--- config.mk ---
export PLATFORM = sky130hd
export DESIGN_NAME = mb32_arbiter_flat
export DESIGN_NICKNAME = d
export VERILOG_FILES = /design/src/rtl/forthsuper_pkg.sv /design/src/rtl/mb32_arbiter_if.sv /design/src/rtl/mb32_arbiter_rr_pick2.sv /design/src/rtl/mb32_arbiter.sv /design/src/flat_wrapper.sv
export SDC_FILE = /design/constraint.sdc
export NUM_CORES = 1
export LEC_CHECK = 0
export ABC_AREA = 0
export CAP_MARGIN = 25
export CORE_MARGIN = 10
export CORE_UTILIZATION = 22
export DETAILED_ROUTE_END_ITERATION = 7
export PLACE_DENSITY = 0.88
export SETUP_SLACK_MARGIN = 0.2
export SYNTH_ARGS = -nofsm -noshare
export SYNTH_HDL_FRONTEND = slang
export SYNTH_SLANG_ARGS = --single-unit
--- constraint.sdc ---
create_clock -name clk -period 2.15 [get_ports clk]
set_clock_uncertainty 0.2 [all_clocks]
set_input_delay 0.43 -clock clk [delete_from_list [all_inputs] [get_ports clk]]
set_output_delay 0.43 -clock clk [all_outputs]
set_load 0.02 [all_outputs]
--- src/rtl/forthsuper_pkg.sv ---
// forthsuper_pkg: shared types and default widths for the mb32 memory arbiter.
package forthsuper_pkg;
  localparam int MB32_AW = 15;
  localparam int MB32_DW = 32;
  typedef enum logic [1:0] {ARB, OWN0, OWN1} arb_st;
endpackage

--- src/rtl/mb32_arbiter_if.sv ---
// mb32_arbiter_if: both requester ports plus the mb32 memory side; lock lines exist only with MB32_ARB_LOCK_EN.
interface mb32_arbiter_if #(
  parameter int AW = forthsuper_pkg::MB32_AW,
  parameter int DW = forthsuper_pkg::MB32_DW
);
  logic              req0, req1, we0, we1;
  logic [DW/8-1:0]   bmsk0, bmsk1;
  logic [AW-1:0]     ai0, ai1;
  logic [DW-1:0]     vi0, vi1;
  logic              gnt0, gnt1, rv0, rv1;
  logic [DW-1:0]     vo0, vo1;
  logic              m_we;
  logic [DW/8-1:0]   m_bmsk;
  logic [AW-1:0]     m_ai;
  logic [DW-1:0]     m_vi, m_vo;
`ifdef MB32_ARB_LOCK_EN
  logic              lock0, lock1;
`endif
  modport slave (
    input  req0, req1, we0, we1, bmsk0, bmsk1, ai0, ai1, vi0, vi1, m_vo,
`ifdef MB32_ARB_LOCK_EN
    input  lock0, lock1,
`endif
    output gnt0, gnt1, rv0, rv1, vo0, vo1, m_we, m_bmsk, m_ai, m_vi
  );
  modport master (
    output req0, req1, we0, we1, bmsk0, bmsk1, ai0, ai1, vi0, vi1, m_vo,
`ifdef MB32_ARB_LOCK_EN
    output lock0, lock1,
`endif
    input  gnt0, gnt1, rv0, rv1, vo0, vo1, m_we, m_bmsk, m_ai, m_vi
  );
endinterface

--- src/rtl/mb32_arbiter_rr_pick2.sv ---
// rr_pick2: combinational 2-way round-robin chooser with an optional forced owner.
module rr_pick2 (
  input  logic [1:0] req_i,
  input  logic       last_i,
  input  logic       force_en_i,
  input  logic       owner_i,
  output logic [1:0] gnt_o
);
  always_comb gnt_o = force_en_i ? (req_i & (owner_i ? 2'b10 : 2'b01))
                    : (&req_i ? (last_i ? 2'b01 : 2'b10) : req_i);
endmodule

--- src/rtl/mb32_arbiter.sv ---
// mb32_arbiter: two-port round-robin arbiter for one mb32 memory block.
// Define MB32_ARB_LOCK_EN to add lock0/lock1 and the ARB/OWN0/OWN1 ownership FSM.
module mb32_arbiter
  import forthsuper_pkg::*;
#(
  parameter int AW = MB32_AW,
  parameter int DW = MB32_DW
) (
  input logic           clk,
  input logic           rst_n,
  mb32_arbiter_if.slave bus
);
  localparam int BW = DW / 8;
  logic [1:0]    pick, gnt, rv_d, rv_q;
  logic          last_q, force_en, owner, sel, any_g, we_s;
  logic [BW-1:0] bmsk_s;
  logic [AW-1:0] ai_s;
  logic [DW-1:0] vi_s;
`ifdef MB32_ARB_LOCK_EN
  arb_st st_q;
  // A held lock pins arbitration to its owner; dropping it arbitrates normally that same cycle.
  assign force_en = (st_q == OWN0 && bus.lock0) || (st_q == OWN1 && bus.lock1);
  assign owner    = st_q == OWN1;
  always_ff @(posedge clk or negedge rst_n)
    if (!rst_n) st_q <= ARB;
    else if (!force_en) st_q <= (gnt[0] && bus.lock0) ? OWN0 : (gnt[1] && bus.lock1) ? OWN1 : ARB;
`else
  assign force_en = 1'b0;
  assign owner    = 1'b0;
`endif
  rr_pick2 u_pick (
    .req_i      ({bus.req1, bus.req0}),
    .last_i     (last_q),
    .force_en_i (force_en),
    .owner_i    (owner),
    .gnt_o      (pick)
  );
  assign gnt = rst_n ? pick : 2'b00;
  always_comb begin
    sel    = gnt[1];
    any_g  = |gnt;
    we_s   = sel ? bus.we1 : bus.we0;
    bmsk_s = sel ? bus.bmsk1 : bus.bmsk0;
    ai_s   = sel ? bus.ai1 : bus.ai0;
    vi_s   = sel ? bus.vi1 : bus.vi0;
    rv_d   = gnt & ~{bus.we1, bus.we0};
  end
  assign bus.gnt0   = gnt[0];
  assign bus.gnt1   = gnt[1];
  assign bus.m_we   = any_g & we_s;
  assign bus.m_bmsk = (any_g & we_s) ? bmsk_s : '0;
  assign bus.m_ai   = any_g ? ai_s : '0;
  assign bus.m_vi   = any_g ? vi_s : '0;
  assign bus.rv0    = rv_q[0];
  assign bus.rv1    = rv_q[1];
  assign bus.vo0    = rst_n ? bus.m_vo : '0;
  assign bus.vo1    = rst_n ? bus.m_vo : '0;
  always_ff @(posedge clk or negedge rst_n)
    if (!rst_n) begin
      last_q <= 1'b1;
      rv_q   <= 2'b00;
    end else begin
      if (any_g) last_q <= gnt[1];
      rv_q <= rv_d;
    end
endmodule

--- src/flat_wrapper.sv ---
// flat-port wrapper written by rule: the top's interface ports become plain ports
module mb32_arbiter_flat import forthsuper_pkg::*;
#(
  parameter int AW = MB32_AW,
  parameter int DW = MB32_DW
)
  (clk, rst_n, bus_req0, bus_req1, bus_we0, bus_we1, bus_bmsk0, bus_bmsk1, bus_ai0, bus_ai1, bus_vi0, bus_vi1, bus_m_vo, bus_gnt0, bus_gnt1, bus_rv0, bus_rv1, bus_vo0, bus_vo1, bus_m_we, bus_m_bmsk, bus_m_ai, bus_m_vi);
  mb32_arbiter_if #(.AW(AW), .DW(DW)) bus_i ();
  input logic clk;
  input logic rst_n;
  input wire logic [$bits(bus_i.req0)-1:0] bus_req0;
  input wire logic [$bits(bus_i.req1)-1:0] bus_req1;
  input wire logic [$bits(bus_i.we0)-1:0] bus_we0;
  input wire logic [$bits(bus_i.we1)-1:0] bus_we1;
  input wire logic [$bits(bus_i.bmsk0)-1:0] bus_bmsk0;
  input wire logic [$bits(bus_i.bmsk1)-1:0] bus_bmsk1;
  input wire logic [$bits(bus_i.ai0)-1:0] bus_ai0;
  input wire logic [$bits(bus_i.ai1)-1:0] bus_ai1;
  input wire logic [$bits(bus_i.vi0)-1:0] bus_vi0;
  input wire logic [$bits(bus_i.vi1)-1:0] bus_vi1;
  input wire logic [$bits(bus_i.m_vo)-1:0] bus_m_vo;
  output wire logic [$bits(bus_i.gnt0)-1:0] bus_gnt0;
  output wire logic [$bits(bus_i.gnt1)-1:0] bus_gnt1;
  output wire logic [$bits(bus_i.rv0)-1:0] bus_rv0;
  output wire logic [$bits(bus_i.rv1)-1:0] bus_rv1;
  output wire logic [$bits(bus_i.vo0)-1:0] bus_vo0;
  output wire logic [$bits(bus_i.vo1)-1:0] bus_vo1;
  output wire logic [$bits(bus_i.m_we)-1:0] bus_m_we;
  output wire logic [$bits(bus_i.m_bmsk)-1:0] bus_m_bmsk;
  output wire logic [$bits(bus_i.m_ai)-1:0] bus_m_ai;
  output wire logic [$bits(bus_i.m_vi)-1:0] bus_m_vi;
  assign bus_i.req0 = bus_req0;
  assign bus_i.req1 = bus_req1;
  assign bus_i.we0 = bus_we0;
  assign bus_i.we1 = bus_we1;
  assign bus_i.bmsk0 = bus_bmsk0;
  assign bus_i.bmsk1 = bus_bmsk1;
  assign bus_i.ai0 = bus_ai0;
  assign bus_i.ai1 = bus_ai1;
  assign bus_i.vi0 = bus_vi0;
  assign bus_i.vi1 = bus_vi1;
  assign bus_i.m_vo = bus_m_vo;
  assign bus_gnt0 = bus_i.gnt0;
  assign bus_gnt1 = bus_i.gnt1;
  assign bus_rv0 = bus_i.rv0;
  assign bus_rv1 = bus_i.rv1;
  assign bus_vo0 = bus_i.vo0;
  assign bus_vo1 = bus_i.vo1;
  assign bus_m_we = bus_i.m_we;
  assign bus_m_bmsk = bus_i.m_bmsk;
  assign bus_m_ai = bus_i.m_ai;
  assign bus_m_vi = bus_i.m_vi;
  mb32_arbiter #(.AW(AW), .DW(DW)) u_core (.clk(clk), .rst_n(rst_n), .bus(bus_i));
endmodule
==> Yosys cells after proc, flatten, opt, wreduce, memory -nomap -nowiden <==
Index checks and enable logic that the tools add are counted.
{ "totals": {"mem_count": 0, "ramBits": 0, "regBits": 3, "romBits": 0, "output_inout_bits": 120, "latch_bits": 0, "wordCells": 18, "inputBits": 140} }
{ "classes": {"n_mux": 11, "div_mod_pow": 0, "n_lt_le_gt_ge": 0, "n_addsub": 0, "n_shift": 0, "n_eq_ne": 0, "mul": 0, "bitwise_logic": 3, "reduce_logical": 2} }
{ "op_table": {"columns": ["operator", "count"], "rows": [
  ["$mux W32", 3],
  ["$mux W15", 2],
  ["$mux W4", 2],
  ["$mux W2", 3],
  ["$and A2 B2 Y2", 1],
  ["$not A2 Y2", 1],
  ["$reduce_and A2 Y1", 1],
  ["$reduce_or A2 Y1", 1],
  ["$and A1 B1 Y1", 1],
  ["$mux W1", 1]
]} }

==> Logic depth before layout (Yosys ltp) <==
Gate-level depths: netlist (run 1).
{ "logic_depth": {"ltp_word": 6, "ltp_mapped": 5, "depth_no_buf": 3} }

==> Modules after synthesis <==
From an unflattened synthesis (run 1), not the netlist that was laid out.
{ "hier_totals": {"cells_unflattened": 155, "hier_area_um2": 1193.6} }
{ "by_module_without_submodules": {"columns": ["mod", "area_per_inst_um2", "cells_per_inst", "seq_area_each_um2", "n_inst"], "rows": [
  ["mb32_arbiter", 1157.4, 149, 76.3, 1],
  ["rr_pick2", 36.3, 6, 0.0, 1]
]} }

==> Worst setup path after synthesis (run 1) <==
No wires, ideal clock.
{ "synth_path": {"path_kind": "reg2out", "start": "reg u_core.last_q", "end": "out bus_m_bmsk[0]", "setup_slack_ns": -0.012, "stages_incl_launch_ff": 5, "t_arrival_ns": 1.532, "n_path_buf": 1, "required_time_ns": 1.520, "cell_sequence": "dfstp_2 a21bo_2 buf_2 o21ai_0 a211oi_1"} }
{ "synth_via": {"elab_chain_len": 6} }
{ "synth_lines": {"columns": ["item", "line", "source"], "rows": [
  ["from (decl)", "mb32_arbiter.sv:15", "logic last_q, force_en, owner, sel, any_g, we_s;"],
  ["from (signal assigned)", "mb32_arbiter.sv:63", "if (any_g) last_q <= gnt[1];"],
  ["$mux W2 (*) (2 in a row)", "mb32_arbiter_rr_pick2.sv:10", ": (&req_i ? (last_i ? 2'b01 : 2'b10) : req_i);"],
  ["$mux W2 (*)", "mb32_arbiter.sv:38", "assign gnt = rst_n ? pick : 2'b00;"],
  ["$reduce_or A2 Y1 or $mux W1 (tied branches)", "mb32_arbiter.sv:41, mb32_arbiter.sv:42", null],
  ["$and A1 B1 Y1", "mb32_arbiter.sv:51", "assign bus.m_bmsk = (any_g & we_s) ? bmsk_s : '0;"],
  ["$mux W4 (*)", "mb32_arbiter.sv:51", null],
  ["to (decl)", "flat_wrapper.sv:29", "output wire logic [$bits(bus_i.m_bmsk)-1:0] bus_m_bmsk;"]
]} }
Every way passes the cells marked *; elsewhere a longest branch is shown, timed or not.

==> Final worst setup path (run 1) <==
{ "layout_path": {"start": "reg u_core.last_q", "end": "out bus_m_vi[22]"} }
{ "layout_via": {"elab_chain_len": 5} }
{ "layout_lines": {"columns": ["item", "line", "source"], "rows": [
  ["$mux W2 (*) (2 in a row)", "mb32_arbiter_rr_pick2.sv:10", null],
  ["$mux W2 (*)", "mb32_arbiter.sv:38", null],
  ["$mux W32 or $reduce_or A2 Y1 (tied branches)", "mb32_arbiter.sv:45, mb32_arbiter.sv:41", null],
  ["$mux W32 (*)", "mb32_arbiter.sv:53", "assign bus.m_vi = any_g ? vi_s : '0;"],
  ["to (decl)", "flat_wrapper.sv:31", "output wire logic [$bits(bus_i.m_vi)-1:0] bus_m_vi;"]
]} }
Marked as above.

==> results.md, run 1 <==
- Total power: approximately 1.4 mW
- Design Area, Final: 4620 µm²
- Fin cells: 592
- DR iter-0 viols: 97
- Syn Inst Count: 264
- Post-layout util: 0.687
- Final setup fails: between 40 and 50
- Dpl cells: between 500 and 600
- Remaining DRCs: 0
- Pin count of the biggest net entering global routing: 43
- Hold buffer count at cts: 0
- Setup slack, reg-to-reg: roughly 0.79 ns
- WL final: ~13 mm
- Die area: 10600 µm²
- Root Buffer: clkbuf_8
- Pleak: between 1.5 and 2 nW
- HPWL Detailed: 9.82 mm
- Layout area overhead: 206%
- I/O pin cnt: 260
- R2r endpoint: u_core.rv_q[1]
- Initial antenna violation count: 0
- Relative slew slack: 0.800
- Hold_ws: approximately 0.11 ns
- Gp weighted congestion: 0.854
- Setup TNS: -3.33 ns
- Worst setup margin: -0.190 ns
- Commonest non-fill, non-tap cells in the layout: 138 x clkdlybuf4s50_1, 50 x buf_2, 49 x buf_6, 44 x a21oi_2, 39 x nand3_1
- Detailed-route vias per instance: 4.98
- CTS tree: built
- Hold Path Class: input port to asynchronous set/reset pin
- Syn nets: 404
- Global Route Usage Sum: 0.213
- Share of cells above drive strength 1: 0.473
- Post-placement cell area: 4350 µm²
- Required time worst endpoint: around 1.5 ns
- Sequential area share after synthesis: 0.0507
- Count of input and output buffers: 259
- Post-synth top area cell: o21ai_0
- Vias in the first global route: between 3000 and 4000
- Chip width: around 100 µm
- Via count: 2950
- Max_cap viols: 0
- # diodes: 0
- Number of synthesized register bits: 3
- First-pass GRT wire length: 17.5 mm
- Slew @ Worst Pin: 0.297 ns
- Worst-Skew Late Latency: between 0.2 and 0.25 ns
- Power Dens Cells: slightly above 300 nW/µm²
- Synth Warn #: 0
- Top-area cell type share of the netlist area: 0.173
- TritonRoute pass-1 iters: 5
- Maximum vdd drop: between 0.0001 and 0.00015 V
- Syn Area/Cell: between 5 and 6 µm²
- Commonest non-fill, non-tap cell in the layout: clkdlybuf4s50_1
- Fmax: roughly 430 MHz
- Row count: 30
- Crit end category: output pin
- Part of the cycle the worst path needs: 1.09
- RSZ-0062 raised after global routing: true
- Fin. Hold Viols: 0
- Outcome: finished, violations left
- Starting density of the core: 0.224
- Max Slew Vio Count: 0
- Worst-path clk slew: 0.03 ns
- Core Area: approximately 6700 µm²
- TritonCTS Sinks: 3
- Final Critical Period: 2.34 ns
- Synth area leaders: o21ai_0 17%, nand3_1 17%, buf_4 16%, a21oi_1 16%, and2_1 13%
- CTS max path bufs: 2
- Worst reg2reg path depth: 5
- Critical Path AT: between 1.5 and 2 ns
- Failing checks: setup timing
- Unique masters post-synth: 21
- GRT overflow: 0
- Crit start category: register
- Final ANT Viol Nets: 0
- TritonCTS buffer count: 3
- Max H-tree Level: 1
- WL/cell: roughly 21 µm
- Worst setup path category: register to output pin
- FF-to-FF Start: u_core.last_q
- Mapped Area: between 1500 and 2000 µm²
- Die height: around 100 µm
- Final net count: 653
- CP Max Fanout: 8
- Post-Place Setup Slack: -0.943 ns
## routing by layer
metal,track usage,up-vias,wire (µm)
met4,0.0642,0,261
met1,0.191,1352,4240
met5,0,-,0
met2,0.424,180,6670
met3,0.0811,18,1370
li1,-,1400,-
## critical path, cell delays in order, from the launching register on
cell and delay [ns]:
dfstp_2 0.57, a21bo_4 0.20, buf_6 0.15, buf_16 0.12
o21ai_0 0.12, a21oi_2 0.19, buf_6 0.14
## state kept, by name (all words and copies together) (netlist names)
register,flops
u_core.last_q,1
u_core.rv_q,2
## repair_timing
| action | in CTS | in global routing |
|---|---|---|
| cloned | 7 | 0 |
| pin swaps | 29 | 13 |
| buffers inserted | 7 | 2 |
| endpoints found under the setup margin | 118 | 84 |
| resized for setup | 560 | 48 |
## worst max path at each step
stage               cells past startpoint            end           from
CTS                                     6  bus_m_bmsk[1]  u_core.last_q
detailed placement                      6  bus_m_bmsk[2]       bus_req1
global placement                        6  bus_m_bmsk[2]       bus_req1
floorplan                               4    bus_m_ai[0]  u_core.last_q
finish                                  6   bus_m_vi[22]  u_core.last_q
global route                            6   bus_m_vi[22]  u_core.last_q
## power by group
group | leakage (nW) | total, mW | switching [mW] | internal (mW)
sequential | 0.0377 | 0.0674 | 0.00459 | 0.0628
clock | 0.0228 | 0.163 | 0.0367 | 0.126
combinational | 1.85 | 1.17 | 0.542 | 0.625
total | 1.91 | 1.40 | 0.583 | 0.814
## cell usage after synthesis
library cell,count
clkbuf_1,17
nand3_1,51
nor2_1,2
buf_1,2
a21bo_2,1
dfstp_2,1
a211oi_1,4
buf_2,11
a32oi_1,1
and2_1,32
nor2b_1,1
nand2b_1,1
nand2_1,3
o21ai_0,52
a21boi_4,1
a21oi_1,47
buf_4,32
inv_2,1
and3_1,1
inv_1,1
dfrtp_1,2
## cell families (layout without fill, tap and decap cells)
logic type	Yosys count	after routing	synth area share
AO/OA/AOI/OAI	106	106	0.374
buffers and inverters	64	312	0.248
AND/OR/NAND/NOR	91	91	0.327
flip-flops	3	3	0.0507
## layout make-up
type / count / area [µm²]
repair buffers: 306 / 3040
fillers: 583 / 2100
multi-input cells: 197 / 1350
well taps: 80 / 100
flip-flops and latches: 3 / 76.3
clock buffers: 4 / 45.0
inverters: 2 / 7.51
No activity file was read; power rests on OpenSTA's default activity.
==> run 2, diff against run 1 <==
- CTS_CLUSTER_SIZE: not set -> 30
==> results of run 2 <==
Final layout, timing and power as in run 1 (identical DEF).
==> run 3, diff against run 2 <==
- CORE_AREA: not set -> 10 10 93 95
- CORE_MARGIN: 10 -> not set
- CORE_UTILIZATION: 22 -> not set
- DIE_AREA: not set -> 0 0 103 105
- DONT_BUFFER_PORTS: not set -> 1
- PLACE_DENSITY: 0.88 -> 0.39
==> run 3 against run 2 <==
The flow still finishes with violations (setup timing). Flip-flop and latch count unchanged. Worst setup slack better by 0.076 ns. Via count down 31%. Sequential share of layout area up 1.4 points. Critical path depth unchanged. Routed wire length down 25%. Total power down 32%. Cell area down 47%. Sequential power up 3.1%. Critical endpoint is now bus_m_vi[7].
==> results.md, run 3 (same netlist as run 1, synthesis figures left out) <==
- Global Route Usage Sum: 0.144 (-0.0685)
- FF-to-FF Start: u_core.last_q
- DR iter-0 viols: 63 (-35%)
- CP Cell Sequence: a21bo_4 > buf_12 > clkbuf_16 > o21ai_1 > a21oi_2 > buf_6
- Worst setup path category: register to output pin
- WL/cell: 26.2 µm (+24%)
- P_sw: 0.475 mW (-19%)
- Post-layout util: 0.364 (-0.323)
- Post-Place Setup Slack: 0.0595 ns (+1.00 ns)
- Hold_ws: 0.0776 ns (-0.0304 ns)
- Final ANT Viol Nets: 0 (unchanged)
- End of the critical path: bus_m_vi[7]
- Number of flip-flops in the largest register: 2 (unchanged)
- Required time worst endpoint: 1.52 ns (about the same)
- Final Critical Period: 2.26 ns (-0.0758 ns)
- Max Slew Vio Count: 0 (unchanged)
- Crit start category: register
- Top delay family on crit path: flip-flops
- Pleak: 0.867 nW (-55%)
- Worst-Skew Late Latency: 0.21 ns (about the same)
- I/O pin cnt: 260 (unchanged)
- Chip width: 103 µm (+0.24%)
- Initial antenna violation count: 0 (unchanged)
- CTS max path bufs: 2 (unchanged)
- Starting density of the core: 0.223 (-0.00125)
- Root Buffer: clkbuf_8
- WP depth: 6 (unchanged)
- Row count: 30 (unchanged)
- Count of input and output buffers: 0 (-100%)
- Pint: 0.474 mW (-42%)
- Layout area overhead: 63.3%
- Worst reg2reg path depth: 3 (-2)
- Most flops, register: u_core.rv_q
- Gp weighted congestion: 0.700 (-18%)
- Core Area: 6760 µm² (+0.56%)
- Slew @ Worst Pin: 0.479 ns (+0.182 ns)
- Max_cap viols: 0 (unchanged)
- Die height: 105 µm (+2.2%)
- Relative slew slack: 0.683 (-0.117)
- Max H-tree Level: 1 (unchanged)
- Top flop regs: u_core.rv_q x2, u_core.last_q x1
- Crit end category: output pin
- First-pass GRT wire length: 12.5 mm (-29%)
- Part of the cycle the worst path needs: 1.05 (-0.0353)
- TritonCTS buffer count: 3 (unchanged)
- CP max stage cell: dfstp_2
- Sequential power share: 0.073 (+0.025)
- Maximum vdd drop: 0.000124 V (-15%)
- Detailed-route vias per instance: 5.67 (+14%)
- CTS tree: built
- Share of cells above drive strength 1: 0.542 (+0.0689)
- Setup slack, reg-to-reg: 0.74 ns (-0.05 ns)
- Die area: 10800 µm² (+2.4%)
- Worst setup margin: -0.115 ns (+0.0758 ns)
- Failing checks: setup timing
- WL final: 9.36 mm (-25%)
- Fmax: 442 MHz (+3.3%)
- Commonest non-fill, non-tap cell in the layout: nand3_1
- Final net count: 418 (-36%)
- TritonCTS Sinks: 3 (unchanged)
- Outcome: finished, violations left
- Final setup fails: 50 (+14%)
- Critical Path AT: 1.63 ns (-0.08 ns)
- Worst-path clk slew: 0.03 ns (about the same)
- RSZ-0062 raised after global routing: true
- Remaining DRCs: 0 (unchanged)
- TritonRoute pass-1 iters: 4 (-1)
- Power Dens Cells: 386 nW/µm² (+28%)
- Commonest non-fill, non-tap cells in the layout: 45 x nand3_1, 44 x a21oi_2, 41 x buf_6, 32 x and2_1, 24 x o21ai_1
- CP Max Fanout: 8 (unchanged)
- R2r endpoint: u_core.rv_q[0]
- Clock power frac: 0.172 (+0.055)
- Pin count of the biggest net entering global routing: 89 (+110%)
- # diodes: 0 (unchanged)
- Hold Path Class: input port to register
- GRT overflow: 0 (unchanged)
- Sw Ratio: 0.500 (+0.0828)
- CP peak stage delay: 0.57 ns (about the same)
- HPWL Detailed: 7.09 mm (-28%)
- Buf/Inv on CP: 3 (unchanged)
- Fin. Hold Viols: 0 (unchanged)
- Logic pwr share: 0.755 (-0.080)
- Via count: 2023 (-31%)
- Vias in the first global route: 2204 (-30%)
- Critical path origin: u_core.last_q
## run 3: cell types whose count changed in the layout (fill, tap and decap cells not counted), moves of 4 or more
cell | previous run | this run
nand3_2 | 11 | 6
buf_6 | 49 | 41
clkdlybuf4s15_2 | 14 | 0
nand3_1 | 39 | 45
o21ai_0 | 28 | 14
buf_12 | 11 | 7
buf_4 | 36 | 17
buf_16 | 6 | 1
o21ai_2 | 2 | 11
clkdlybuf4s50_1 | 138 | 0
buf_2 | 50 | 0
## run 3: metal layers
layer,global-route usage,vias to the layer above,part of all wire
li1,-,934,-
met1,0.129,929,0.31
met2,0.276,156,0.54
met3,0.0758,4,0.15
met4,0.0239,0,0.0037
met5,0,-,0
## run 3: worst min path at each step
stage / startpoint / to / cells past startpoint
CTS: bus_we1 / u_core.rv_q[1] / 1
global placement: rst_n / u_core.rv_q[0] / 0
detailed placement: rst_n / u_core.rv_q[0] / 0
global route: bus_we1 / u_core.rv_q[1] / 1
finish: bus_we1 / u_core.rv_q[1] / 1
floorplan: rst_n / u_core.rv_q[0] / 0
## run 3: stage by stage
stage	setup TNS [ns]	total power, mW	instance area [µm²]	instances
after floorplan	0	0.529	1690	264
after global placement	0	0.647	1950	344
after detailed placement	0	0.650	1950	344
after CTS	-2.23	0.879	2170	351
after global routing	-6.24	1.01	2460	357
final	-2.71	0.949	2460	357
## run 3: layout make-up
cell class | count | area, µm²
tap | 80 | 100
sequential | 3 | 76.3
timing repair buffer | 71 | 857
clock buffer | 4 | 45.0
multi-input combinational | 197 | 1370
inverter | 2 | 10.0
fill | 697 | 4300
## run 3: worst register-to-register path: cells and delay by family, from the launching register on
kind          cells  cell delay (ns)
simple gates      3             0.57
flops             1             0.57
## run 3: power by group through the flow
stage	Clock (mW)	Combinational [mW]	Sequential, mW
2_1_floorplan	0	0.461	0.0686
5_1_grt	0.173	0.763	0.0704
4_1_cts	0.170	0.639	0.0695
6_report	0.163	0.717	0.0695
3_3_place_gp	0	0.578	0.0693
3_5_place_dp	0	0.580	0.0698
## run 3: timing repair
item,in CTS,in global routing
endpoints found under the setup margin,53,53
setup buffers,1,2
hold endpoints to repair,3,0
pin swaps,3,35
resized for setup,49,66
gates cloned,1,4
hold buffers,1,0
